**src/rtl/axi_lite_pkg.sv**
```systemverilog
// axi_lite_pkg: AXI4-Lite response codes and the master FSM state encoding,
// shared between the master command block and the slave block.
package axi_lite_pkg;
    localparam logic [1:0] AXI_RESP_OKAY   = 2'b00;
    localparam logic [1:0] AXI_RESP_EXOKAY = 2'b01;
    localparam logic [1:0] AXI_RESP_SLVERR = 2'b10;
    localparam logic [1:0] AXI_RESP_DECERR = 2'b11;
    typedef enum logic [2:0] {
        ST_IDLE,
        ST_WR_REQ,
        ST_WR_RESP,
        ST_RD_REQ,
        ST_RD_DATA,
        ST_RSP_HOLD
    } axi_state_e;
endpackage

```
**src/rtl/axi_lite_timeout_cnt.sv**
```systemverilog
// axi_lite_timeout_cnt: saturating wait-cycle counter; expired_o fires in the
// cycle whose count would reach TIMEOUT_CYCLES. TIMEOUT_CYCLES=0 disables it.
module axi_lite_timeout_cnt #(
    parameter int TIMEOUT_CYCLES = 256
) (
    input  logic clk_i,
    input  logic rst_ni,
    input  logic clr_i,
    input  logic en_i,
    output logic expired_o
);
    localparam int CW = TIMEOUT_CYCLES > 0 ? $clog2(TIMEOUT_CYCLES + 1) : 1;
    localparam logic [CW-1:0] LIMIT = CW'(TIMEOUT_CYCLES);
    localparam logic [CW-1:0] LAST  = CW'(TIMEOUT_CYCLES - 1);
    logic [CW-1:0] cnt_q, cnt_d;
    always_comb cnt_d = clr_i ? '0 : (en_i && cnt_q != LIMIT) ? cnt_q + 1'b1 : cnt_q;
    always_ff @(posedge clk_i) begin
        if (!rst_ni) cnt_q <= '0;
        else         cnt_q <= cnt_d;
    end
    assign expired_o = (TIMEOUT_CYCLES > 0) && en_i && !clr_i && (cnt_q == LAST);
endmodule

```
**src/rtl/axi_lite_master_cmd.sv**
```systemverilog
// axi_lite_master_cmd: runs one AXI4-Lite read or write per accepted command
// and returns data/status on a response port; all bus outputs are registered.
module axi_lite_master_cmd
    import axi_lite_pkg::*;
#(
    parameter int DATA_WIDTH     = 32,
    parameter int ADDR_WIDTH     = 5,
    parameter int TIMEOUT_CYCLES = 256
) (
    input  logic                    axi_clk,
    input  logic                    axi_reset,
    input  logic                    cmd_valid,
    output logic                    cmd_ready,
    input  logic                    cmd_write,
    input  logic [ADDR_WIDTH-1:0]   cmd_addr,
    input  logic [DATA_WIDTH-1:0]   cmd_wdata,
    input  logic [DATA_WIDTH/8-1:0] cmd_wstrb,
    output logic                    rsp_valid,
    input  logic                    rsp_ready,
    output logic [DATA_WIDTH-1:0]   rsp_rdata,
    output logic [1:0]              rsp_resp,
    output logic                    rsp_timeout,
    output logic [ADDR_WIDTH-1:0]   axi_awaddr,
    output logic [2:0]              axi_awprot,
    output logic                    axi_awvalid,
    input  logic                    axi_awready,
    output logic [DATA_WIDTH-1:0]   axi_wdata,
    output logic [DATA_WIDTH/8-1:0] axi_wstrb,
    output logic                    axi_wvalid,
    input  logic                    axi_wready,
    input  logic [1:0]              axi_bresp,
    input  logic                    axi_bvalid,
    output logic                    axi_bready,
    output logic [ADDR_WIDTH-1:0]   axi_araddr,
    output logic [2:0]              axi_arprot,
    output logic                    axi_arvalid,
    input  logic                    axi_arready,
    input  logic [DATA_WIDTH-1:0]   axi_rdata,
    input  logic [1:0]              axi_rresp,
    input  logic                    axi_rvalid,
    output logic                    axi_rready
);
    localparam int SW = DATA_WIDTH / 8;
    axi_state_e            state_q, state_d;
    logic [ADDR_WIDTH-1:0] addr_q, addr_d;
    logic [DATA_WIDTH-1:0] wdata_q, wdata_d;
    logic [SW-1:0]         wstrb_q, wstrb_d;
    logic                  awvalid_q, awvalid_d, wvalid_q, wvalid_d, bready_q, bready_d;
    logic                  arvalid_q, arvalid_d, rready_q, rready_d;
    logic                  rsp_valid_q, rsp_valid_d, rsp_timeout_q, rsp_timeout_d;
    logic [DATA_WIDTH-1:0] rsp_rdata_q, rsp_rdata_d;
    logic [1:0]            rsp_resp_q, rsp_resp_d;
    logic                  any_hs, active, tmr_clr, expired;

    assign cmd_ready   = state_q == ST_IDLE;
    assign axi_awaddr  = addr_q;
    assign axi_araddr  = addr_q;
    assign axi_wdata   = wdata_q;
    assign axi_wstrb   = wstrb_q;
    assign axi_awprot  = 3'b000;
    assign axi_arprot  = 3'b000;
    assign axi_awvalid = awvalid_q;
    assign axi_wvalid  = wvalid_q;
    assign axi_bready  = bready_q;
    assign axi_arvalid = arvalid_q;
    assign axi_rready  = rready_q;
    assign rsp_valid   = rsp_valid_q;
    assign rsp_rdata   = rsp_rdata_q;
    assign rsp_resp    = rsp_resp_q;
    assign rsp_timeout = rsp_timeout_q;

    assign any_hs  = (awvalid_q & axi_awready) | (wvalid_q & axi_wready) | (bready_q & axi_bvalid)
                   | (arvalid_q & axi_arready) | (rready_q & axi_rvalid);
    assign active  = state_q inside {ST_WR_REQ, ST_WR_RESP, ST_RD_REQ, ST_RD_DATA};
    assign tmr_clr = (cmd_ready & cmd_valid) | any_hs;

    axi_lite_timeout_cnt #(.TIMEOUT_CYCLES(TIMEOUT_CYCLES)) u_tmr (
        .clk_i    (axi_clk),
        .rst_ni   (axi_reset),
        .clr_i    (tmr_clr),
        .en_i     (active),
        .expired_o(expired)
    );

    always_comb begin
        state_d       = state_q;
        addr_d        = addr_q;
        wdata_d       = wdata_q;
        wstrb_d       = wstrb_q;
        awvalid_d     = awvalid_q;
        wvalid_d      = wvalid_q;
        bready_d      = bready_q;
        arvalid_d     = arvalid_q;
        rready_d      = rready_q;
        rsp_valid_d   = rsp_valid_q;
        rsp_rdata_d   = rsp_rdata_q;
        rsp_resp_d    = rsp_resp_q;
        rsp_timeout_d = rsp_timeout_q;
        case (state_q)
            ST_IDLE: if (cmd_valid) begin
                addr_d        = cmd_addr;
                wdata_d       = cmd_wdata;
                wstrb_d       = cmd_wstrb;
                rsp_timeout_d = 1'b0;
                awvalid_d     = cmd_write;
                wvalid_d      = cmd_write;
                arvalid_d     = !cmd_write;
                state_d       = cmd_write ? ST_WR_REQ : ST_RD_REQ;
            end
            ST_WR_REQ: begin
                awvalid_d = awvalid_q & ~axi_awready;
                wvalid_d  = wvalid_q & ~axi_wready;
                if (!awvalid_d && !wvalid_d) begin
                    bready_d = 1'b1;
                    state_d  = ST_WR_RESP;
                end
            end
            ST_WR_RESP: if (axi_bvalid) begin
                bready_d    = 1'b0;
                rsp_resp_d  = axi_bresp;
                rsp_rdata_d = '0;
                rsp_valid_d = 1'b1;
                state_d     = ST_RSP_HOLD;
            end
            ST_RD_REQ: if (axi_arready) begin
                arvalid_d = 1'b0;
                rready_d  = 1'b1;
                state_d   = ST_RD_DATA;
            end
            ST_RD_DATA: if (axi_rvalid) begin
                rready_d    = 1'b0;
                rsp_rdata_d = axi_rdata;
                rsp_resp_d  = axi_rresp;
                rsp_valid_d = 1'b1;
                state_d     = ST_RSP_HOLD;
            end
            ST_RSP_HOLD: if (rsp_ready) begin
                rsp_valid_d = 1'b0;
                state_d     = ST_IDLE;
            end
            default: state_d = ST_IDLE;
        endcase
        // Expiry only fires in a cycle with no handshake, so it cannot race a completion.
        if (expired) begin
            awvalid_d     = 1'b0;
            wvalid_d      = 1'b0;
            bready_d      = 1'b0;
            arvalid_d     = 1'b0;
            rready_d      = 1'b0;
            rsp_resp_d    = AXI_RESP_SLVERR;
            rsp_timeout_d = 1'b1;
            rsp_rdata_d   = '0;
            rsp_valid_d   = 1'b1;
            state_d       = ST_RSP_HOLD;
        end
    end

    always_ff @(posedge axi_clk) begin
        if (!axi_reset) begin
            state_q       <= ST_IDLE;
            addr_q        <= '0;
            wdata_q       <= '0;
            wstrb_q       <= '0;
            awvalid_q     <= 1'b0;
            wvalid_q      <= 1'b0;
            bready_q      <= 1'b0;
            arvalid_q     <= 1'b0;
            rready_q      <= 1'b0;
            rsp_valid_q   <= 1'b0;
            rsp_rdata_q   <= '0;
            rsp_resp_q    <= '0;
            rsp_timeout_q <= 1'b0;
        end else begin
            state_q       <= state_d;
            addr_q        <= addr_d;
            wdata_q       <= wdata_d;
            wstrb_q       <= wstrb_d;
            awvalid_q     <= awvalid_d;
            wvalid_q      <= wvalid_d;
            bready_q      <= bready_d;
            arvalid_q     <= arvalid_d;
            rready_q      <= rready_d;
            rsp_valid_q   <= rsp_valid_d;
            rsp_rdata_q   <= rsp_rdata_d;
            rsp_resp_q    <= rsp_resp_d;
            rsp_timeout_q <= rsp_timeout_d;
        end
    end
endmodule
```
**config.mk**
```make
export PLATFORM = sky130hd
export DESIGN_NAME = axi_lite_master_cmd
export DESIGN_NICKNAME = d
export VERILOG_FILES = /design/src/rtl/axi_lite_pkg.sv /design/src/rtl/axi_lite_timeout_cnt.sv /design/src/rtl/axi_lite_master_cmd.sv
export SDC_FILE = /design/constraint.sdc
export NUM_CORES = 1
export LEC_CHECK = 0
export ABC_AREA = 1
export ABC_CLOCK_PERIOD_IN_PS = 2750
export BUFFER_PORTS_ARGS = -buffer_cell sky130_fd_sc_hd__buf_4
export CAP_MARGIN = 20
export CELL_PAD_IN_SITES_DETAIL_PLACEMENT = 0
export CELL_PAD_IN_SITES_GLOBAL_PLACEMENT = 1
export CORE_MARGIN = 4
export CORE_UTILIZATION = 35
export CTS_CLUSTER_SIZE = 25
export DETAILED_ROUTE_END_ITERATION = 10
export MAX_ROUTING_LAYER = met4
export PLACE_DENSITY_LB_ADDON = 0.12
export SYNTH_ARGS = -nofsm -noshare
export SYNTH_HDL_FRONTEND = slang
export SYNTH_SLANG_ARGS = --single-unit
export TNS_END_PERCENT = 50
```
**constraint.sdc**
```tcl
create_clock -name axi_clk -period 2.75 [get_ports axi_clk]
set_clock_uncertainty 0.05 [all_clocks]
set_input_delay 0 -clock axi_clk [delete_from_list [all_inputs] [get_ports axi_clk]]
set_output_delay 0 -clock axi_clk [all_outputs]
set_load 0.05 [all_outputs]
```
==> impl_results.md, run 1 <==
- Clk slew on worst S/H paths: 0.06 ns
- Drt drc: 0
- Critical path peak fanout: 17
- Via count: 4263
- Core Region: 10900 um^2
- Slowest stage cell, crit path: dlygate4sd3_1
- Area share of the largest cell type after synthesis: 47.5%
- Pwr per Cell Area: 1020 nW/um^2
- Clock Latency Late Sink: 0.34 ns
- Count of final hold-check violations: 0
- CP endpoint kind: register
- DP Wirelength: 8450 um
- Post-synth top flop: dfxtp_1
- Synth-to-layout area growth: 61.9%
- Starting Density: 36.2%
- Hold Worst Slack: 0.0211 ns
- Number of synthesized flops with an enable pin: 0
- Die width: 114 um
- Most used cell, CP: nor2_1
- Maxcap violations: 0
- Commonest non-fill, non-tap cells in the layout: buf_4 (179), nor2_1 (97), dfxtp_1 (94)
- Fillers: 997
- Synth Instances: 526
- FF-to-FF Start: state_q[1]
- Gr ovfl total: 0
- Commonest non-fill, non-tap cell in the layout: buf_4
- Post-synth top area cell: dfxtp_1
- Min-delay src: axi_bresp[1]
- Vias in the first global route: 4204
- Synth top area cells: dfxtp_1 (48%), nor2_1 (9.2%), nand2_1 (8.7%)
- Clk buf depth: 2
- WP data required: 2.97 ns
- Root buf cell: clkbuf_16
- PortBufs: 174
- DRT Pass-1 Iters: 5
- Worst Reg-to-Reg Cells: 7
- Row count: 38
- CTS Buf Count: 9
- Sequential area share after synthesis: 47.5%
- Setup tns final: 0 ns
- DIE AREA: 13100 um^2
- Cell Chain, Critical Path: nor2_1 > nand2_1 > clkinv_1 > nand3_1 > a32oi_1 > dlygate4sd3_1 > nor2_1
- Cells after DPL: 812
- WS Path Type: reg2reg
- Clock sinks: 94
- Synth unique cells: 32
- Worst hold path type: in2reg
- CTS tree: built
- DRT antenna net count: 0
- Nets: 851
- Final Cycle Share: 85.9%
- DR WL/cell: 13.9 um
- Crit path DAT: 2.58 ns
- Antenna violations before repair: 0
- VDD IR-drop max: 0.859 mV
- Placed cell area: 5290 um^2
- Status: completed
- Post-Synthesis Cell Area: 3960 um^2
- Reg2reg end: axi_rready
- Largest net degree at the start of global routing: 48
- Num ports: 181
- CP Buf/Inv Count: 2
- Post-CTS Setup Repair Bufs: 0
- Fmax: 424 MHz
- CP delay by family, top: buffers and inverters
- Global-route wire length before repair: 20100 um
- Worst slew pin tran: 0.537 ns
- Max_slew headroom: 64.1%
- Final std cells w/o fill: 906
- Chip height: 114 um
- Hold buffers post-CTS: 78
- Layout cells sized above 1: 28.3%
- LEAKAGE: 2.95 nW
- 1st-iter DRT viols: 304
- Synth warn: 0
- Syn avg cell area: 7.53 um^2
- Min-Delay Endpoint: rsp_resp[1]
- Post_cts resized: 0
- Final slew viol count: 0
- Crit path largest cell delay: 0.57 ns
- Crit path time final: 2.36 ns
- RSZ-0062 raised after global routing: false
- Clock H-tree levels: 3
- GR Util All Layers: 19.5%
- R2r setup slk: 0.39 ns
- Total inserted antenna cells: 0
- WHS Path Cells: 7
- Post-synth ARST share: 0%
- CP Launch Type: register
- Flops & latches, synth: 94
- Final wirelength: 12600 um
- Design Area, Final: 6410 um^2
- Final setup fails: 0
- Routability congestion estimate from global placement: 0.840
- Vias per cell: 4.71
## worst max-delay path by stage
stage / from / to / slack, ns / cells after the start
detailed placement: u_tmr.cnt_q[1] / rsp_rdata[16] / 0.63 / 8
global placement: u_tmr.cnt_q[0] / rsp_rdata[17] / 0.70 / 8
finish: state_q[1] / axi_rready / 0.39 / 7
floorplan: u_tmr.cnt_q[0] / rsp_rdata[18] / 1.04 / 9
CTS: state_q[1] / axi_rready / 0.41 / 7
global route: state_q[1] / axi_rready / 0.19 / 7
## synthesized netlist by cell type, types with 3 or more instances
| master | instances |
|---|---|
| a21oi_1 | 38 |
| a21oi_2 | 10 |
| buf_2 | 4 |
| buf_4 | 16 |
| buf_6 | 3 |
| clkbuf_1 | 14 |
| dfxtp_1 | 94 |
| ha_1 | 3 |
| inv_1 | 25 |
| inv_2 | 3 |
| nand2_1 | 92 |
| nand3_1 | 50 |
| nor2_1 | 97 |
| nor3_1 | 3 |
| o21ai_0 | 52 |
| xor2_1 | 3 |
## per-stage QoR
stage	power, mW	worst slack (ns)	utilization, %
CTS	6.57	0.405	58.7
floorplan	4.16	1.04	-
finish	6.51	0.389	58.7
global route	6.88	0.191	58.7
global placement	4.99	0.704	48.3
detailed placement	5.00	0.630	48.3
## report_power, final
group | leakage, nW | switching [mW] | internal, mW
clock network | 0.166 | 0.525 | 0.915
registers | 0.768 | 0.215 | 1.68
logic | 2.02 | 2.27 | 0.912
total | 2.95 | 3.00 | 3.51
## layer usage
metal	vias to the layer above	routed length, um	global-route usage (%)
met5	-	0	-
met4	0	257	6.89
met3	17	919	4.60
met2	151	5980	32.4
met1	1932	5440	23.1
li1	2163	-	-
## cells by family (layout without fill, tap and decap cells)
logic type | count (synthesis) | count (layout) | synth area share [%]
adders and majority gates | 3 | 3 | 0.948
and+or+nand+nor | 255 | 255 | 28.2
other | 1 | 6 | 0.0947
DFF | 94 | 94 | 47.5
xor gates and xnor gates | 3 | 3 | 0.663
buffers and inverters | 69 | 304 | 8.81
AOI/OAI and AO/OA | 101 | 101 | 13.8
## layout make-up
class                           count  area, um^2  area share [%]
Inverter                           30         115            1.79
Timing Repair Buffer              258        2140            33.4
Multi-Input combinational cell    368        1750            27.3
Clock buffer                       11         243            3.78
Sequential cell                    94        1880            29.3
Tap cell                          140         175            2.73
Clock inverter                      5         106            1.66
## registers in the layout, indices dropped and copies added, names as in the netlist
| signal | flops |
|---|---|
| axi_araddr | 5 |
| axi_rready | 1 |
| axi_wdata | 32 |
| axi_wstrb | 4 |
| rsp_rdata | 32 |
| axi_arvalid | 1 |
| axi_bready | 1 |
| u_tmr.cnt_q | 9 |
| rsp_resp | 2 |
| rsp_timeout | 1 |
| axi_wvalid | 1 |
| state_q | 3 |
| rsp_valid | 1 |
| axi_awvalid | 1 |
## tightest hold or removal path, delay by kind of cell
kind,cells,cell delay (ns)
buffers and inverters,2,0.12
AND/OR/NAND/NOR,5,0.26
No activity file was read; power rests on OpenSTA's default activity.
==> inputs of run 2 (changes only) <==
--- a/config.mk
+++ b/config.mk
@@ -6,7 +6,7 @@
 export NUM_CORES = 1
 export LEC_CHECK = 0
 export ABC_AREA = 1
-export ABC_CLOCK_PERIOD_IN_PS = 2750
+export ABC_CLOCK_PERIOD_IN_PS = 2850
 export BUFFER_PORTS_ARGS = -buffer_cell sky130_fd_sc_hd__buf_4
 export CAP_MARGIN = 20
 export CELL_PAD_IN_SITES_DETAIL_PLACEMENT = 0
==> constraint.sdc (replaced) <==
create_clock -name axi_clk -period 2.85 [get_ports axi_clk]
set_clock_uncertainty 0.05 [all_clocks]
set_input_delay 0 -clock axi_clk [delete_from_list [all_inputs] [get_ports axi_clk]]
set_output_delay 0 -clock axi_clk [all_outputs]
set_load 0.05 [all_outputs]
==> impl_results.md, run 2 (same netlist as run 1, synthesis figures left out) <==
- CP endpoint kind: register (unchanged)
- Clock H-tree levels: 3 (unchanged)
- Fmax: 421 MHz (was 424 MHz)
- Total inserted antenna cells: 0 (unchanged)
- CP Launch Type: register (unchanged)
- WHS Path Cells: 6 (was 7)
- Gr ovfl total: 0 (unchanged)
- Routability congestion estimate from global placement: 0.829 (was 0.840)
- Antenna violations before repair: 0 (unchanged)
- Global-route wire length before repair: 19900 um (was 20100 um)
- Layout cells sized above 1: 28.4% (was 28.3%)
- DRT Pass-1 Iters: 4 (was 5)
- Status: completed (unchanged)
- R2r setup slk: 0.47 ns (was 0.39 ns)
- Crit path DAT: 2.60 ns (was 2.58 ns)
- Vias per cell: 4.70 (was 4.71)
- Max_slew headroom: 62.9% (was 64.1%)
- Count of final hold-check violations: 0 (unchanged)
- DRT antenna net count: 0 (unchanged)
- Synth-to-layout area growth: 60.0% (was 61.9%)
- Clk buf depth: 2 (unchanged)
- DP Wirelength: 8580 um (was 8450 um)
- Pwr per Cell Area: 954 nW/um^2 (was 1020 nW/um^2)
- Switch share: 48.3% (was 46.1%)
- Multi-input logic area: 1750 um^2 (unchanged)
- Row count: 38 (unchanged)
- WP data required: 3.07 ns (was 2.97 ns)
- Post-CTS Setup Repair Bufs: 0 (unchanged)
- Die width: 114 um (unchanged)
- Final wirelength: 12500 um (was 12600 um)
- DIE AREA: 13100 um^2 (unchanged)
- Via count: 4254 (was 4263)
- Worst slew pin tran: 0.553 ns (was 0.537 ns)
- Reg2reg end: axi_rready (unchanged)
- Psw: 2.92 mW (was 3.01 mW)
- PortBufs: 174 (unchanged)
- Pint: 3.12 mW (was 3.51 mW)
- WS Path Type: reg2reg (unchanged)
- Chip height: 114 um (unchanged)
- Final slew viol count: 0 (unchanged)
- Flop pwr share: 30.3% (was 29.1%)
- Core Region: 10900 um^2 (unchanged)
- Commonest non-fill, non-tap cells in the layout: buf_4 (179), nor2_1 (97), dfxtp_1 (94) (unchanged)
- Clock sinks: 94 (unchanged)
- 1st-iter DRT viols: 276 (was 304)
- Starting Density: 36.2% (unchanged)
- Final Cycle Share: 83.3% (was 85.9%)
- Crit path time final: 2.38 ns (was 2.36 ns)
- Worst Reg-to-Reg Cells: 7 (unchanged)
- Worst hold path type: in2reg (unchanged)
- Nets: 850 (was 851)
- Num ports: 181 (unchanged)
- Critical path peak fanout: 20 (was 17)
- Register area: 1880 um^2 (unchanged)
- DR WL/cell: 13.8 um (was 13.9 um)
- Min-delay src: axi_wready (was axi_bresp[1])
- Commonest non-fill, non-tap cell in the layout: buf_4 (unchanged)
- Fillers: 991 (was 997)
- RSZ-0062 raised after global routing: false (unchanged)
- Clk slew on worst S/H paths: 0.07 ns (was 0.06 ns)
- VDD IR-drop max: 0.617 mV (was 0.859 mV)
- Clk pwr share: 19.3% (was 22.1%)
- GR Util All Layers: 19.3% (was 19.5%)
- FF-to-FF Start: state_q[1] (unchanged)
- Maxcap violations: 0 (unchanged)
- Core Util, Final: 58.0% (was 58.7%)
- Clock Latency Late Sink: 0.33 ns (was 0.34 ns)
- Largest net degree at the start of global routing: 48 (unchanged)
- Vias in the first global route: 4177 (was 4204)
- CTS tree: built (unchanged)
- Drt drc: 0 (unchanged)
- Final setup fails: 0 (unchanged)
- Comb power frac: 50.4% (was 48.8%)
- Min-Delay Endpoint: axi_wvalid (was rsp_resp[1])
- Setup tns final: 0 ns (unchanged)
- LEAKAGE: 2.92 nW (was 2.95 nW)
- Root buf cell: clkbuf_16 (unchanged)
- CTS Buf Count: 9 (unchanged)
[run 2: worst max-delay path by stage]
stage | cells past startpoint | end | startpoint
floorplan | 9 | rsp_rdata[18] | u_tmr.cnt_q[0]
global placement | 9 | u_tmr.cnt_q[1] | state_q[2]
detailed placement | 9 | u_tmr.cnt_q[1] | state_q[2]
CTS | 7 | axi_rready | state_q[1]
global route | 7 | axi_rready | state_q[1]
finish | 7 | axi_rready | state_q[1]
[run 2: power groups by stage]
stage | clock network, mW | registers (mW) | logic, mW
2_1_floorplan | 0 | 2.74 | 1.28
3_3_place_gp | 0 | 1.83 | 2.97
3_5_place_dp | 0 | 1.85 | 2.97
4_1_cts | 1.20 | 1.83 | 3.07
5_1_grt | 1.26 | 1.87 | 3.28
6_report | 1.17 | 1.83 | 3.05
[run 2: per-stage QoR]
step                hold WS, ns  area (um^2)  instances  power [mW]  setup WS [ns]
CTS                      0.0495         6340        905        6.10          0.471
global placement          0.172         5270        811        4.80          0.751
finish                   0.0572         6340        905        6.05          0.475
detailed placement        0.178         5270        811        4.82          0.687
global route             0.0855         6340        905        6.41          0.304
floorplan                0.0849         3980        531        4.01           1.14
[run 2: what timing repair did]
item                                   in CTS  in global routing
endpoints found under the hold margin      76                  0
resized for setup                           0                  0
hold buffers                               78                  0
[run 2: layout make-up]
| class | count | area share, % |
|---|---|---|
| tap | 140 | 2.76 |
| timing repair buffer | 257 | 33.5 |
| clock buffer | 10 | 3.77 |
| multi-input combinational | 368 | 27.6 |
| clock inverter | 6 | 0.849 |
| sequential | 94 | 29.7 |
| inverter | 30 | 1.82 |
[run 2: routing by layer]
| layer | vias to the layer above | wire [um] | track usage, % |
|---|---|---|---|
| met1 | 1918 | 5210 | 22.8 |
| met2 | 154 | 6060 | 32.7 |
| li1 | 2157 | - | - |
| met4 | 0 | 276 | 7.05 |
| met5 | - | 0 | - |
| met3 | 25 | 948 | 3.70 |
[run 2: critical path: stages, from the launching register on]
cell,delay (ns)
dfxtp_1,0.47
nor2_1,0.11
nand2_1,0.17
clkinv_1,0.49
nand3_1,0.31
a32oi_1,0.06
dlygate4sd3_1,0.57
nor2_1,0.08
==> inputs of run 3 (changes only) <==
--- a/config.mk
+++ b/config.mk
@@ -6,13 +6,13 @@
 export NUM_CORES = 1
 export LEC_CHECK = 0
 export ABC_AREA = 1
-export ABC_CLOCK_PERIOD_IN_PS = 2850
+export ABC_CLOCK_PERIOD_IN_PS = 2200
 export BUFFER_PORTS_ARGS = -buffer_cell sky130_fd_sc_hd__buf_4
 export CAP_MARGIN = 20
 export CELL_PAD_IN_SITES_DETAIL_PLACEMENT = 0
 export CELL_PAD_IN_SITES_GLOBAL_PLACEMENT = 1
 export CORE_MARGIN = 4
-export CORE_UTILIZATION = 35
+export CORE_UTILIZATION = 32
 export CTS_CLUSTER_SIZE = 25
 export DETAILED_ROUTE_END_ITERATION = 10
 export MAX_ROUTING_LAYER = met4
==> constraint.sdc (replaced) <==
create_clock -name axi_clk -period 2.2 [get_ports axi_clk]
set_clock_uncertainty 0.05 [all_clocks]
set_input_delay 0 -clock axi_clk [delete_from_list [all_inputs] [get_ports axi_clk]]
set_output_delay 0 -clock axi_clk [all_outputs]
set_load 0.05 [all_outputs]
==> impl_results.md, run 3 (same netlist as run 1, synthesis figures left out) <==
- Hold Worst Slack: 0.0137 ns (was 0.0572 ns)
- Root buf cell: clkbuf_16 (unchanged)
- Worst slew pin tran: 0.561 ns (was 0.553 ns)
- DRT Pass-1 Iters: 4 (unchanged)
- Final wirelength: 12300 um (was 12500 um)
- CTS Buf Count: 9 (unchanged)
- Antenna violations before repair: 0 (unchanged)
- Clock sinks: 94 (unchanged)
- Maxcap violations: 0 (unchanged)
- Nets: 851 (was 850)
- Commonest non-fill, non-tap cells in the layout: buf_4 (179), nor2_1 (97), dfxtp_1 (92) (was buf_4 (179), nor2_1 (97), dfxtp_1 (94))
- Final slew viol count: 0 (unchanged)
- FF-to-FF Start: state_q[1] (unchanged)
- Fmax: 491 MHz (was 421 MHz)
- CP endpoint kind: register (unchanged)
- Status: completed (unchanged)
- Crit path DAT: 2.26 ns (was 2.60 ns)
- Gr ovfl total: 0 (unchanged)
- Core Region: 12100 um^2 (was 10900 um^2)
- DP Wirelength: 8160 um (was 8580 um)
- Cells after DPL: 840 (was 811)
- Num ports: 181 (unchanged)
- Pwr per Cell Area: 1210 nW/um^2 (was 954 nW/um^2)
- Clock H-tree levels: 3 (unchanged)
- Drt drc: 0 (unchanged)
- Largest net degree at the start of global routing: 48 (unchanged)
- Via count: 4226 (was 4254)
- Layout cells sized above 1: 28.4% (about the same)
- CP startpoint: state_q[1] (unchanged)
- Design Area, Final: 6360 um^2 (was 6340 um^2)
- Max_slew headroom: 62.6% (was 62.9%)
- Core Util, Final: 52.7% (was 58.0%)
- DRT antenna net count: 0 (unchanged)
- Chip height: 119 um (was 114 um)
- VDD IR-drop max: 0.875 mV (was 0.617 mV)
- PortBufs: 174 (unchanged)
- DR WL/cell: 13.2 um (was 13.8 um)
- Post-Place Setup Slack: 0.322 ns (was 0.687 ns)
- Global-route wire length before repair: 19900 um (about the same)
- Final std cells w/o fill: 932 (was 905)
- Commonest non-fill, non-tap cell in the layout: buf_4 (unchanged)
- WS Path Type: reg2reg (unchanged)
- Clk buf depth: 2 (unchanged)
- Min-delay src: axi_rresp[1] (was axi_wready)
- Routability congestion estimate from global placement: 0.832 (was 0.829)
- Starting Density: 32.8% (was 36.2%)
- CTS tree: built (unchanged)
- CP Launch Type: register (unchanged)
- WP data required: 2.42 ns (was 3.07 ns)
- Final setup fails: 0 (unchanged)
- 1st-iter DRT viols: 232 (was 276)
- Synth-to-layout area growth: 60.6% (was 60.0%)
- Worst hold path type: in2reg (unchanged)
- Vias per cell: 4.53 (was 4.70)
- Critical path peak fanout: 19 (was 20)
- Count of final hold-check violations: 0 (unchanged)
- Total inserted antenna cells: 0 (unchanged)
- Clock Latency Late Sink: 0.34 ns (was 0.33 ns)
- DIE AREA: 14200 um^2 (was 13100 um^2)
- Fin worst setup slack: 0.162 ns (was 0.475 ns)
- Die width: 119 um (was 114 um)
- GR Util All Layers: 17.5% (was 19.3%)
- Row count: 40 (was 38)
- LEAKAGE: 2.92 nW (about the same)
- Vias in the first global route: 4028 (was 4177)
- Clk slew on worst S/H paths: 0.06 ns (was 0.07 ns)
- Final Cycle Share: 92.6% (was 83.3%)
- Crit path time final: 2.04 ns (was 2.38 ns)
- Post-CTS Setup Repair Bufs: 0 (unchanged)
- Placed cell area: 5320 um^2 (was 5270 um^2)
==> run 3: path summary, 6_finish.rpt <==
| path | cells after the start | slack [ns] | to |
|---|---|---|---|
| setup / recovery | 9 | 0.16 | rsp_resp[0] |
| hold / removal | 7 | 0.01 | rsp_resp[1] |
| setup reg to reg | 9 | 0.16 | rsp_resp[0] |
| hold reg to reg | 2 | 0.42 | rsp_rdata[13] |
==> run 3: cell type report <==
type | instances | area, um^2
flip-flops and latches | 94 | 1880
well taps | 168 | 210
clock buffers | 12 | 246
clock inverters | 2 | 10.0
fillers | 1161 | 5700
repair buffers | 258 | 2140
inverters | 30 | 115
multi-input cells | 368 | 1750
==> run 3: report_power, final <==
group | leakage [nW] | switching [mW] | internal, mW
clock | 0.128 | 0.605 | 0.781
sequential | 0.769 | 0.268 | 2.11
combinational | 2.02 | 2.81 | 1.14
total | 2.92 | 3.68 | 4.03
==> run 3: per-stage QoR <==
step	total power [mW]	TNS [ns]
after floorplan	5.20	0
after global placement	6.22	0
after detailed placement	6.24	0
after CTS	7.78	0
after global routing	8.20	-0.0159
final	7.71	0
==> run 3: per-layer routing <==
layer	vias to the layer above	wire, um	global-route usage (%)
met5	-	0	-
met4	0	255	6.95
met3	16	693	3.80
met2	146	5730	27.6
met1	1909	5590	21.8
li1	2155	-	-
==> run 3: worst max-delay path, cell delays in order, from the launching register on <==
cell	delay, ns
dfxtp_2	0.36
nor2_1	0.21
nand2_2	0.15
clkinv_1	0.11
buf_4	0.24
nand2_1	0.07
nand2_1	0.05
dlygate4sd3_1	0.55
nand2_1	0.05
a21oi_1	0.13
==> run 3: timing repair <==
action	4_1_cts	5_1_grt
endpoints found under the hold margin	76	0
setup endpoints to repair	0	1
hold buffers	78	0
gates resized for setup	0	3
